File: src/rtl/dac8563_spi_rx_decoder_pkg.sv
// Shared definitions for the DAC8563 serial-link responder.
// Contents: frame geometry and field positions, command and address codes,
// decoder FSM state type, default clear code and an address-to-channel helper.
package dac8563_spi_rx_decoder_pkg;

  // Frame layout, MSB first: [23:22] don't-care, [21:19] cmd, [18:16] addr, [15:0] data
  localparam int FRAME_BITS = 24;
  localparam int CNT_W      = $clog2(FRAME_BITS + 1);
  localparam int CMD_MSB    = 21;
  localparam int CMD_LSB    = 19;
  localparam int ADDR_MSB   = 18;
  localparam int ADDR_LSB   = 16;
  localparam int DATA_MSB   = 15;
  localparam int DATA_LSB   = 0;
  // Only cmd/addr/data need to be kept; the two leading don't-care bits fall off the top
  localparam int KEEP_BITS  = CMD_MSB + 1;

  localparam logic [15:0] CLR_CODE_DEFAULT = 16'h8000;

  localparam logic [2:0] CMD_WR_IN         = 3'b000;
  localparam logic [2:0] CMD_UPD_DAC       = 3'b001;
  localparam logic [2:0] CMD_WR_IN_UPD_ALL = 3'b010;
  localparam logic [2:0] CMD_WR_UPD        = 3'b011;
  localparam logic [2:0] CMD_PWR           = 3'b100;
  localparam logic [2:0] CMD_SW_RST        = 3'b101;
  localparam logic [2:0] CMD_LDAC_MASK     = 3'b110;
  localparam logic [2:0] CMD_REF           = 3'b111;

  localparam logic [2:0] ADDR_A   = 3'b000;
  localparam logic [2:0] ADDR_B   = 3'b001;
  localparam logic [2:0] ADDR_ALL = 3'b111;

  typedef enum logic [1:0] {
    ST_IDLE,
    ST_SHIFT,
    ST_DECODE,
    ST_WAIT_HI
  } state_t;

  // Channel select {B,A}; zero for an address that maps to no channel
  function automatic logic [1:0] addr_sel(input logic [2:0] addr);
    case (addr)
      ADDR_A:   addr_sel = 2'b01;
      ADDR_B:   addr_sel = 2'b10;
      ADDR_ALL: addr_sel = 2'b11;
      default:  addr_sel = 2'b00;
    endcase
  endfunction

endpackage

File: src/rtl/dac8563_spi_rx_decoder_if.sv
// Pin bundle between a DAC8563 serial master and the responder.
// Signals: sync (frame select, low active), sclk (falling-edge data clock),
// mosi (serial data), ldac (low-active load), clr (low-active clear).
// master drives all pins, slave receives them.
interface dac8563_spi_rx_decoder_if;
  logic sync;
  logic sclk;
  logic mosi;
  logic ldac;
  logic clr;

  modport master (output sync, sclk, mosi, ldac, clr);
  modport slave  (input  sync, sclk, mosi, ldac, clr);
endinterface

File: src/rtl/dac8563_spi_rx_decoder_sampler.sv
// Synchronisers and edge detection for the asynchronous DAC8563 pins.
// Inputs : clk, rst_n, raw sync/sclk/mosi/ldac/clr pins.
// Outputs: bit_vld (one-cycle SCLK fall), bit_data (MOSI at that fall),
//          sync_hi (synchronised SYNC level), sync_fall (one-cycle SYNC fall),
//          ldac_low / clr_low (synchronised, active-high levels).
module dac8563_spi_rx_decoder_sampler #(
  parameter int SYNC_STAGES = 2
) (
  input  logic clk,
  input  logic rst_n,
  input  logic sync_pin,
  input  logic sclk_pin,
  input  logic mosi_pin,
  input  logic ldac_pin,
  input  logic clr_pin,
  output logic bit_vld,
  output logic bit_data,
  output logic sync_hi,
  output logic sync_fall,
  output logic ldac_low,
  output logic clr_low
);

  logic [SYNC_STAGES-1:0] sync_pipe, sclk_pipe, mosi_pipe, ldac_pipe, clr_pipe;
  logic                   sync_prev, sclk_prev;
  // Edges are suppressed until the pipes hold real pin samples, so a SYNC that is
  // already low when reset is released is not mistaken for a frame start.
  logic [SYNC_STAGES:0]   settle;

  always_ff @(posedge clk or negedge rst_n) begin
    if (!rst_n) begin
      sync_pipe <= '1;
      sclk_pipe <= '1;
      mosi_pipe <= '1;
      ldac_pipe <= '1;
      clr_pipe  <= '1;
      sync_prev <= 1'b1;
      sclk_prev <= 1'b1;
      settle    <= '0;
    end else begin
      sync_pipe <= {sync_pipe[SYNC_STAGES-2:0], sync_pin};
      sclk_pipe <= {sclk_pipe[SYNC_STAGES-2:0], sclk_pin};
      mosi_pipe <= {mosi_pipe[SYNC_STAGES-2:0], mosi_pin};
      ldac_pipe <= {ldac_pipe[SYNC_STAGES-2:0], ldac_pin};
      clr_pipe  <= {clr_pipe[SYNC_STAGES-2:0], clr_pin};
      sync_prev <= sync_pipe[SYNC_STAGES-1];
      sclk_prev <= sclk_pipe[SYNC_STAGES-1];
      settle    <= {settle[SYNC_STAGES-1:0], 1'b1};
    end
  end

  // MOSI is taken from the same stage as SCLK so both see identical delay
  assign bit_data  = mosi_pipe[SYNC_STAGES-1];
  assign bit_vld   = settle[SYNC_STAGES] & sclk_prev & ~sclk_pipe[SYNC_STAGES-1];
  assign sync_fall = settle[SYNC_STAGES] & sync_prev & ~sync_pipe[SYNC_STAGES-1];
  assign sync_hi   = sync_pipe[SYNC_STAGES-1];
  assign ldac_low  = ~ldac_pipe[SYNC_STAGES-1];
  assign clr_low   = ~clr_pipe[SYNC_STAGES-1];

endmodule

File: src/rtl/dac8563_spi_rx_decoder.sv
// DAC8563 serial-link responder: assembles 24-bit frames and keeps a
// register-accurate shadow of the DAC.
// Ports: sys_clk, rst_n (async, low active); spi (slave modport: sync, sclk,
// mosi, ldac, clr); dac_a/dac_b, in_a/in_b (16-bit registers); pd_mode and
// ldac_mask ({B,A}); frame_vld / frame_err one-cycle pulses; frame_cmd,
// frame_addr, frame_data hold the last decoded frame.
module dac8563_spi_rx_decoder
  import dac8563_spi_rx_decoder_pkg::*;
#(
  parameter int          SYNC_STAGES = 2,
  parameter logic [15:0] CLR_CODE    = CLR_CODE_DEFAULT
) (
  input  logic                     sys_clk,
  input  logic                     rst_n,
  dac8563_spi_rx_decoder_if.slave  spi,
  output logic [15:0]              dac_a,
  output logic [15:0]              dac_b,
  output logic [15:0]              in_a,
  output logic [15:0]              in_b,
  output logic [1:0]               pd_mode,
  output logic [1:0]               ldac_mask,
  output logic                     frame_vld,
  output logic [2:0]               frame_cmd,
  output logic [2:0]               frame_addr,
  output logic [15:0]              frame_data,
  output logic                     frame_err
);

  logic bit_vld, bit_data, sync_hi, sync_fall, ldac_low, clr_low;

  dac8563_spi_rx_decoder_sampler #(.SYNC_STAGES(SYNC_STAGES)) u_sampler (
    .clk       (sys_clk),
    .rst_n     (rst_n),
    .sync_pin  (spi.sync),
    .sclk_pin  (spi.sclk),
    .mosi_pin  (spi.mosi),
    .ldac_pin  (spi.ldac),
    .clr_pin   (spi.clr),
    .bit_vld   (bit_vld),
    .bit_data  (bit_data),
    .sync_hi   (sync_hi),
    .sync_fall (sync_fall),
    .ldac_low  (ldac_low),
    .clr_low   (clr_low)
  );

  // ---------------- frame FSM ----------------
  state_t               state_reg, state_next;
  logic [CNT_W-1:0]     cnt_reg, cnt_next;
  logic [KEEP_BITS-1:0] shift_reg, shift_next;
  logic                 err_next;

  always_ff @(posedge sys_clk or negedge rst_n) begin
    if (!rst_n) begin
      state_reg <= ST_IDLE;
      cnt_reg   <= '0;
      shift_reg <= '0;
    end else begin
      state_reg <= state_next;
      cnt_reg   <= cnt_next;
      shift_reg <= shift_next;
    end
  end

  always_comb begin
    state_next = state_reg;
    cnt_next   = cnt_reg;
    shift_next = shift_reg;
    err_next   = 1'b0;
    case (state_reg)
      ST_IDLE: begin
        if (sync_fall) begin
          state_next = ST_SHIFT;
          cnt_next   = '0;
          shift_next = '0;
        end
      end
      ST_SHIFT: begin
        // An early SYNC rise abandons the frame; only a frame with bits in it is an error
        if (sync_hi) begin
          state_next = ST_IDLE;
          err_next   = (cnt_reg != '0);
        end else if (bit_vld) begin
          shift_next = {shift_reg[KEEP_BITS-2:0], bit_data};
          cnt_next   = cnt_reg + CNT_W'(1);
          if (cnt_reg == CNT_W'(FRAME_BITS - 1)) state_next = ST_DECODE;
        end
      end
      ST_DECODE:  state_next = ST_WAIT_HI;
      ST_WAIT_HI: if (sync_hi) state_next = ST_IDLE;
      default:    state_next = ST_IDLE;
    endcase
  end

  // ---------------- frame decode ----------------
  logic        decode_en, addr_ok;
  logic [2:0]  f_cmd, f_addr;
  logic [15:0] f_data;
  logic [1:0]  sel;

  assign decode_en = (state_reg == ST_DECODE);
  assign f_cmd     = shift_reg[CMD_MSB:CMD_LSB];
  assign f_addr    = shift_reg[ADDR_MSB:ADDR_LSB];
  assign f_data    = shift_reg[DATA_MSB:DATA_LSB];
  assign sel       = addr_sel(f_addr);
  assign addr_ok   = |sel;

  always_ff @(posedge sys_clk or negedge rst_n) begin
    if (!rst_n) begin
      frame_vld  <= 1'b0;
      frame_err  <= 1'b0;
      frame_cmd  <= '0;
      frame_addr <= '0;
      frame_data <= '0;
    end else begin
      frame_vld <= decode_en;
      frame_err <= err_next;
      if (decode_en) begin
        frame_cmd  <= f_cmd;
        frame_addr <= f_addr;
        frame_data <= f_data;
      end
    end
  end

  // ---------------- power-down and LDAC mask ----------------
  logic [1:0] pd_reg, pd_next, mask_reg, mask_next;

  always_comb begin
    pd_next   = pd_reg;
    mask_next = mask_reg;
    if (decode_en) begin
      case (f_cmd)
        CMD_PWR:       pd_next = (pd_reg & ~sel) | (sel & {2{|f_data[1:0]}});
        CMD_SW_RST:    if (addr_ok && f_data[0]) begin
                         pd_next   = '0;
                         mask_next = '0;
                       end
        CMD_LDAC_MASK: mask_next = f_data[1:0];
        default: ;
      endcase
    end
  end

  always_ff @(posedge sys_clk or negedge rst_n) begin
    if (!rst_n) begin
      pd_reg   <= '0;
      mask_reg <= '0;
    end else begin
      pd_reg   <= pd_next;
      mask_reg <= mask_next;
    end
  end

  // ---------------- per-channel input/DAC registers ----------------
  logic [1:0][15:0] in_q, dac_q;

  for (genvar gi = 0; gi < 2; gi++) begin : g_ch
    logic [15:0] in_reg, in_next, dac_reg, dac_next;

    always_comb begin
      in_next  = in_reg;
      dac_next = dac_reg;
      if (decode_en && sel[gi]) begin
        case (f_cmd)
          CMD_WR_IN, CMD_WR_IN_UPD_ALL: in_next = f_data;
          CMD_UPD_DAC: dac_next = in_reg;
          CMD_WR_UPD: begin
            in_next  = f_data;
            dac_next = f_data;
          end
          default: ;
        endcase
      end
      // These two act on both channels once the address is valid at all
      if (decode_en && addr_ok) begin
        if (f_cmd == CMD_WR_IN_UPD_ALL) dac_next = in_next;
        if (f_cmd == CMD_SW_RST) begin
          in_next  = CLR_CODE;
          dac_next = CLR_CODE;
        end
      end
      // LDAC copies the pre-decode IN value; a fresh write reaches DAC one cycle later
      if (ldac_low && !mask_reg[gi]) dac_next = in_reg;
      if (clr_low) begin
        in_next  = CLR_CODE;
        dac_next = CLR_CODE;
      end
    end

    always_ff @(posedge sys_clk or negedge rst_n) begin
      if (!rst_n) begin
        in_reg  <= CLR_CODE;
        dac_reg <= CLR_CODE;
      end else begin
        in_reg  <= in_next;
        dac_reg <= dac_next;
      end
    end

    assign in_q[gi]  = in_reg;
    assign dac_q[gi] = dac_reg;
  end

  assign in_a      = in_q[0];
  assign in_b      = in_q[1];
  assign dac_a     = dac_q[0];
  assign dac_b     = dac_q[1];
  assign pd_mode   = pd_reg;
  assign ldac_mask = mask_reg;

endmodule

File: src/flat_wrapper.sv
// flat-port wrapper written by rule: the top's interface ports become plain ports
module dac8563_spi_rx_decoder_flat import dac8563_spi_rx_decoder_pkg::*;
#(
  parameter int          SYNC_STAGES = 2,
  parameter logic [15:0] CLR_CODE    = CLR_CODE_DEFAULT
)
  (sys_clk, rst_n, dac_a, dac_b, in_a, in_b, pd_mode, ldac_mask, frame_vld, frame_cmd, frame_addr, frame_data, frame_err, spi_sync, spi_sclk, spi_mosi, spi_ldac, spi_clr);
  dac8563_spi_rx_decoder_if spi_i ();
  input  logic sys_clk;
  input  logic rst_n;
  output logic [15:0] dac_a;
  output logic [15:0] dac_b;
  output logic [15:0] in_a;
  output logic [15:0] in_b;
  output logic [1:0] pd_mode;
  output logic [1:0] ldac_mask;
  output logic frame_vld;
  output logic [2:0] frame_cmd;
  output logic [2:0] frame_addr;
  output logic [15:0] frame_data;
  output logic frame_err;
  input wire logic [$bits(spi_i.sync)-1:0] spi_sync;
  input wire logic [$bits(spi_i.sclk)-1:0] spi_sclk;
  input wire logic [$bits(spi_i.mosi)-1:0] spi_mosi;
  input wire logic [$bits(spi_i.ldac)-1:0] spi_ldac;
  input wire logic [$bits(spi_i.clr)-1:0] spi_clr;
  assign spi_i.sync = spi_sync;
  assign spi_i.sclk = spi_sclk;
  assign spi_i.mosi = spi_mosi;
  assign spi_i.ldac = spi_ldac;
  assign spi_i.clr = spi_clr;
  dac8563_spi_rx_decoder #(.SYNC_STAGES(SYNC_STAGES), .CLR_CODE(CLR_CODE)) u_core (.sys_clk(sys_clk), .rst_n(rst_n), .spi(spi_i), .dac_a(dac_a), .dac_b(dac_b), .in_a(in_a), .in_b(in_b), .pd_mode(pd_mode), .ldac_mask(ldac_mask), .frame_vld(frame_vld), .frame_cmd(frame_cmd), .frame_addr(frame_addr), .frame_data(frame_data), .frame_err(frame_err));
endmodule
File: config.mk
export PLATFORM = sky130hd
export DESIGN_NAME = dac8563_spi_rx_decoder_flat
export DESIGN_NICKNAME = d
export VERILOG_FILES = /design/src/rtl/dac8563_spi_rx_decoder_pkg.sv /design/src/rtl/dac8563_spi_rx_decoder_if.sv /design/src/rtl/dac8563_spi_rx_decoder_sampler.sv /design/src/rtl/dac8563_spi_rx_decoder.sv /design/src/flat_wrapper.sv
export SDC_FILE = /design/constraint.sdc
export NUM_CORES = 1
export LEC_CHECK = 0
export ABC_AREA = 1
export CAP_MARGIN = 5
export CORE_MARGIN = 2
export CORE_UTILIZATION = 40
export CTS_BUF_LIST = sky130_fd_sc_hd__clkbuf_8 sky130_fd_sc_hd__clkbuf_16
export DETAILED_ROUTE_END_ITERATION = 8
export PLACE_DENSITY = 0.65
export RECOVER_POWER = 25
export SYNTH_ARGS = -nofsm -noshare
export SYNTH_HDL_FRONTEND = slang
export SYNTH_SLANG_ARGS = --single-unit
File: constraint.sdc
create_clock -name sys_clk -period 2.09 [get_ports sys_clk]
set_input_delay 0.418 -clock sys_clk [delete_from_list [all_inputs] [get_ports sys_clk]]
set_output_delay 0.418 -clock sys_clk [all_outputs]
set_load 0.1 [all_outputs]
Yosys cells after proc, flatten, opt, wreduce, memory -nomap -nowiden
Index checks and enable logic that the tools add are counted.
Storage, ports and cells
  bits in registers: 136
  input bits: 7
Operators by class
  add/sub/neg operators: 1
  equality and inequality tests: 19
  mux-type cells: 44
  bitwise operators: 11
  reduce and logical (&&, ||, !) cells: 22
Operators by type and width (count)
  2-to-1 mux 16 bit: 22
  2-to-1 mux 22 bit: 3
  case mux 16 bit (2 select lines): 2
  case mux 22 bit (2 select lines): 1
  2-to-1 mux 5 bit: 3
  equality test 3 bit, second input constant: 4
  2-to-1 mux 2 bit: 6
  case mux 5 bit (2 select lines): 1
  case mux 2 bit (2 select lines): 2
  case mux 2 bit (4 select lines): 1
  AND reduction 4 bit: 2
  equality test 3 x 1 -> 1 bit, second input constant: 2
  equality test 3 x 2 -> 1 bit, second input constant: 2
  logical AND 1 bit: 6
  zero test 3 bit: 2
  inequality test 2 x 1 -> 1 bit, second input constant: 3
  inequality test 3 x 2 -> 1 bit, second input constant: 2
  case mux 2 bit (3 select lines): 1
  AND reduction 3 bit: 2
  nonzero test 2 bit: 3
  adder 5 x 1 -> 5 bit, second input constant: 1
  equality test 5 bit, second input constant: 1
  nonzero test 5 bit: 1
  bitwise AND 1 bit: 4
  other kinds (12): 20

Logic depth before layout (Yosys ltp)
  depth in word-level cells: 9
  gate-level depth with buffers: 12
  gate-level depth less buffers: 12

Hierarchy
A second synthesis with hierarchy kept.
Unflattened totals
  cells, all modules: 938
  area, all modules: 7089.3 um2
Modules (own cells, without submodules)
  dac8563_spi_rx_decoder: instances 1, cells an instance 916, area an instance 6667.6 um2, sequential area each 3032.9 um2
  dac8563_spi_rx_decoder_sampler: instances 1, cells an instance 22, area an instance 421.7 um2, sequential area each 390.4 um2

Worst setup path before layout
OpenSTA, ideal clock, no wires.
  kind: reg2reg
  from: reg u_core.mask_reg[0] (netlist: u_core.ldac_mask[0])
  to: reg u_core.g_ch[0].dac_reg[11] (netlist: u_core.dac_a[11])
  library setup time: 0.078 ns
  data arrival time: 1.630 ns
  setup slack: 0.382 ns
  stages on the path, launching flop included: 6
  path buffers: 1
  cell sequence: dfrtp_1 > nor2_1 > inv_1 > clkbuf_1 > o21ai_0 > a21oi_1
Between the ends
  word-level cells in the longest chain between the ends: 4
RTL lines
  start: declaration: RTL line dac8563_spi_rx_decoder.sv:127  | logic [1:0] pd_reg, pd_next, mask_reg, mask_next;
  start signal: assignment: RTL line dac8563_spi_rx_decoder.sv:151  | mask_reg <= mask_next;
  zero test 1 bit: RTL line dac8563_spi_rx_decoder.sv:184  | if (ldac_low && !mask_reg[gi]) dac_next = in_reg;
  logical AND 1 bit: RTL line dac8563_spi_rx_decoder.sv:184
  2-to-1 mux 16 bit: RTL line dac8563_spi_rx_decoder.sv:184
  2-to-1 mux 16 bit: RTL line dac8563_spi_rx_decoder.sv:185  | if (clr_low) begin
  named net u_core.g_ch[0].dac_next[11]: RTL line dac8563_spi_rx_decoder.sv:159  | logic [15:0] in_reg, in_next, dac_reg, dac_next;
  end signal: assignment: RTL line dac8563_spi_rx_decoder.sv:197  | dac_reg <= dac_next;
  end: declaration: RTL line dac8563_spi_rx_decoder.sv:159
The timed path passes the listed nets, and every way through them passes these cells.
A chain may end at the register's enable or synchronous reset.

Final worst setup path
  from: reg u_core.shift_reg[17]
  to: reg u_core.g_ch[0].dac_reg[13] (netlist: u_core.dac_a[13])
Between the ends
  word-level cells in the longest chain between the ends: 9
  elaborated cells on any way between the ends: 14
RTL lines
  start: declaration: RTL line dac8563_spi_rx_decoder.sv:50  | logic [KEEP_BITS-1:0] shift_reg, shift_next;
  start signal: assignment: RTL line dac8563_spi_rx_decoder.sv:61  | shift_reg <= shift_next;
  equality test 3 bit (tied with other cells): RTL line dac8563_spi_rx_decoder_pkg.sv:42  | case (addr)
  case mux 2 bit (3 select lines) *: RTL line dac8563_spi_rx_decoder_pkg.sv:42
  logical AND 1 bit: RTL line dac8563_spi_rx_decoder.sv:164  | if (decode_en && sel[gi]) begin
  2-to-1 mux 16 bit: RTL line dac8563_spi_rx_decoder.sv:164
  2-to-1 mux 16 bit: RTL line dac8563_spi_rx_decoder.sv:177  | if (f_cmd == CMD_WR_IN_UPD_ALL) dac_next = in_next;
  2-to-1 mux 16 bit: RTL line dac8563_spi_rx_decoder.sv:178  | if (f_cmd == CMD_SW_RST) begin
  2-to-1 mux 16 bit *: RTL line dac8563_spi_rx_decoder.sv:176  | if (decode_en && addr_ok) begin
  2-to-1 mux 16 bit *: RTL line dac8563_spi_rx_decoder.sv:184
  2-to-1 mux 16 bit *: RTL line dac8563_spi_rx_decoder.sv:185
  named net u_core.g_ch[0].dac_next[13]: RTL line dac8563_spi_rx_decoder.sv:159
Mark *: on every way through the listed nets, which the timed path passes. The rest lies on a longest branch.

==> results.json <==
{
  "vias_per_cell": 5.13,
  "tightestPinTransition_ns": 1.41,
  "required_ns": 2.43,
  "ant_nets": 0,
  "yosys.area.top_type": "dfrtp_1",
  "hold_viol": 0,
  "final.min_clock_period_ns": 1.86,
  "area_delta_synth_final_pct": 24.6,
  "hold_path_class": "reg -> reg",
  "crit_path_frequent_cell": "nand3_1",
  "max_freq_mhz": 538,
  "fin_hold_ws_ns": 0.354,
  "ir_drop_mv": 0.631,
  "ios": 99,
  "synthCells": 925,
  "async_flop_share_pct": 100,
  "dr.pass1.iters": 7,
  "grt_usage_pct": 23.0,
  "cpLargestDelayFamily": "simple AND/OR/NAND/NOR gates",
  "maxCapViolCount": 0,
  "setup_slack_ns": 0.233,
  "syn_area_per_cell_um2": 7.52,
  "seq_area_frac_synth_pct": 49.2,
  "timing.setup.critical_path_class": "reg -> reg",
  "grt_pass1_vias": 5878,
  "largest_reg_flops": 22,
  "clkLatencyLatePin_ns": 0.43,
  "ys_types": 31,
  "leakage_nw": 4.12,
  "path_clk_slew_ns": 0.06,
  "yosysWarnings": 0,
  "drv_slew": 0,
  "grt_max_degree": 49,
  "syn_area_um2": 6960,
  "drtIter0Drc": 645,
  "end_kind": "flip-flop",
  "vias": 6459,
  "finalSetupTns_ns": 0,
  "synthFlopType": "dfrtp_1",
  "cts_max_level": 4,
  "setup_viol": 0,
  "fin_crit_sh_pct": 88.9,
  "wl_per_cell_um": 16.4,
  "rows": 48,
  "grt_pass1_wl_mm": 32.3,
  "arrival_ns": 2.20,
  "status": "finished clean",
  "critPathBufInv": 0,
  "diodes": 0,
  "path_cells": "o21ai_2 > nand3_4 > nor2_4 > nand2_1 > nand3_1 > nand3_1 > a21oi_1",
  "cts.sinks": 136,
  "nNetsFinal": 1030,
  "cts_tree": "built",
  "yosysMostFrequentCell": "nand2_1",
  "fin_skew_ns": 0.00722,
  "power_density_nw_per_um2": 1010,
  "drc": 0,
  "wirelength_mm": 20.6,
  "ctsLongestPathBuffers": 2,
  "cpPeakStageDelay_ns": 0.42,
  "gp_congestion": 0.891,
  "die-area_um2": 18500,
  "die_h_um": 136,
  "synthTopCellsByCount": "nand2_1, dfrtp_1, nand3_1",
  "rsz0062_at_grt": "no",
  "start_kind": "flip-flop",
  "grt_overflow_total": 0,
  "pre_cts_ws_ns": 0.256,
  "synth_seq_cells": 136,
  "synth_edf_count": 0,
  "port_buffers": 98,
  "antenna_found_initial": 0,
  "cts-buffers-inserted": 17,
  "synthesis.nets": 934,
  "core_um2": 17200,
  "initial_utilization_pct": 40.5,
  "dp_hpwl_mm": 14.3,
  "synth_top_area_share_pct": 43.2,
  "die_w_um": 136,
  "crit_slowest_cell": "dfrtp_1",
  "ctsResizeCount": 0,
  "cts_root_buf": "clkbuf_16",
  "relSlewSlack_pct": 5.77,
  "drive_above_1_share_pct": 18.5,
  "synth_area_leaders": "dfrtp_1, nand2_1, nand3_1",
  "cp_max_fo": 16
}
==> worst register-to-register path, stage by stage (launching register included) <==
cell and delay [ns]:
dfrtp_1 0.42, o21ai_2 0.26, nand3_4 0.22, nor2_4 0.39
nand2_1 0.17, nand3_1 0.10, nand3_1 0.06, a21oi_1 0.16
==> per-layer routing <==
metal  GRT usage, %  vias up  wire [µm]
li1               -     3155          -
met5              0        -          0
met4           8.33        0        493
met1           33.5     3033       9500
met3           4.66       28       1400
met2           34.1      243       9240
==> cell families (layout without fill, tap and decap cells) <==
group           count (synthesis)  after routing  share of synthesized area [%]
simple gates                  506            506                           30.8
compound gates                155            155                           11.4
flops                         136            136                           49.2
buf+inv                       125            234                           8.17
fa+ha+maj                       2              2                          0.360
other cells                     1              1                         0.0539
==> through the flow <==
step	util [%]	power [mW]	cells	cell area [µm²]
after floorplan	-	5.03	925	6960
after global placement	46.8	5.66	1225	8030
after detailed placement	46.8	5.68	1225	8030
after CTS	50.4	8.81	1258	8650
after global routing	50.5	9.13	1259	8670
final	50.5	8.77	1259	8670
==> repair_timing <==
item / 4_1_cts / 5_1_grt
setup buffers: 0 / 1
hold buffers: 1 / 0
setup endpoints to repair: 0 / 1
endpoints found under the hold margin: 39 / 0
==> worst paths after layout <==
path	start	endpoint	slack, ns	cells past startpoint
worst max register to register	u_core.shift_reg[17]	u_core.dac_a[13]	0.23	7
min in group asynchronous	rst_n	u_core.dac_a[0]	0.85	2
worst min register to register	u_core.u_sampler.settle[0]	u_core.u_sampler.settle[1]	0.35	0
max in group asynchronous	rst_n	u_core.u_sampler.sync_pipe[0]	0.34	3
worst max-delay path	u_core.shift_reg[17]	u_core.dac_a[13]	0.23	7
worst min-delay path	u_core.u_sampler.settle[0]	u_core.u_sampler.settle[1]	0.35	0
==> final cells by class <==
| class | count | area [µm²] |
|---|---|---|
| tap | 225 | 282 |
| inverter | 75 | 282 |
| clock inverter | 14 | 171 |
| multi-input combinational | 664 | 2970 |
| timing repair buffer | 127 | 1100 |
| sequential | 136 | 3420 |
| fill | 1683 | 8510 |
| clock buffer | 18 | 439 |
==> where the power goes <==
part	internal (mW)	switching, mW	leakage (nW)	total (mW)
Clock	1.92	1.22	0.299	3.13
Sequential	2.87	0.216	1.81	3.08
Combinational	0.555	2.00	2.01	2.56
==> layout by cell type (no fill, tap or decap), drive strengths merged, types with 3 or more instances in the layout <==
| cell type | instances |
|---|---|
| nor2 | 53 |
| dfrtp | 120 |
| nand3 | 108 |
| nand4 | 3 |
| dfstp | 16 |
| nor3 | 3 |
| bufinv | 3 |
| clkbuf | 19 |
| clkinv | 5 |
| o21ai | 115 |
| buf | 120 |
| nand2 | 338 |
| inv | 79 |
| a21oi | 35 |
| dlygate4sd3 | 6 |
No activity file was read; power rests on OpenSTA's default activity.
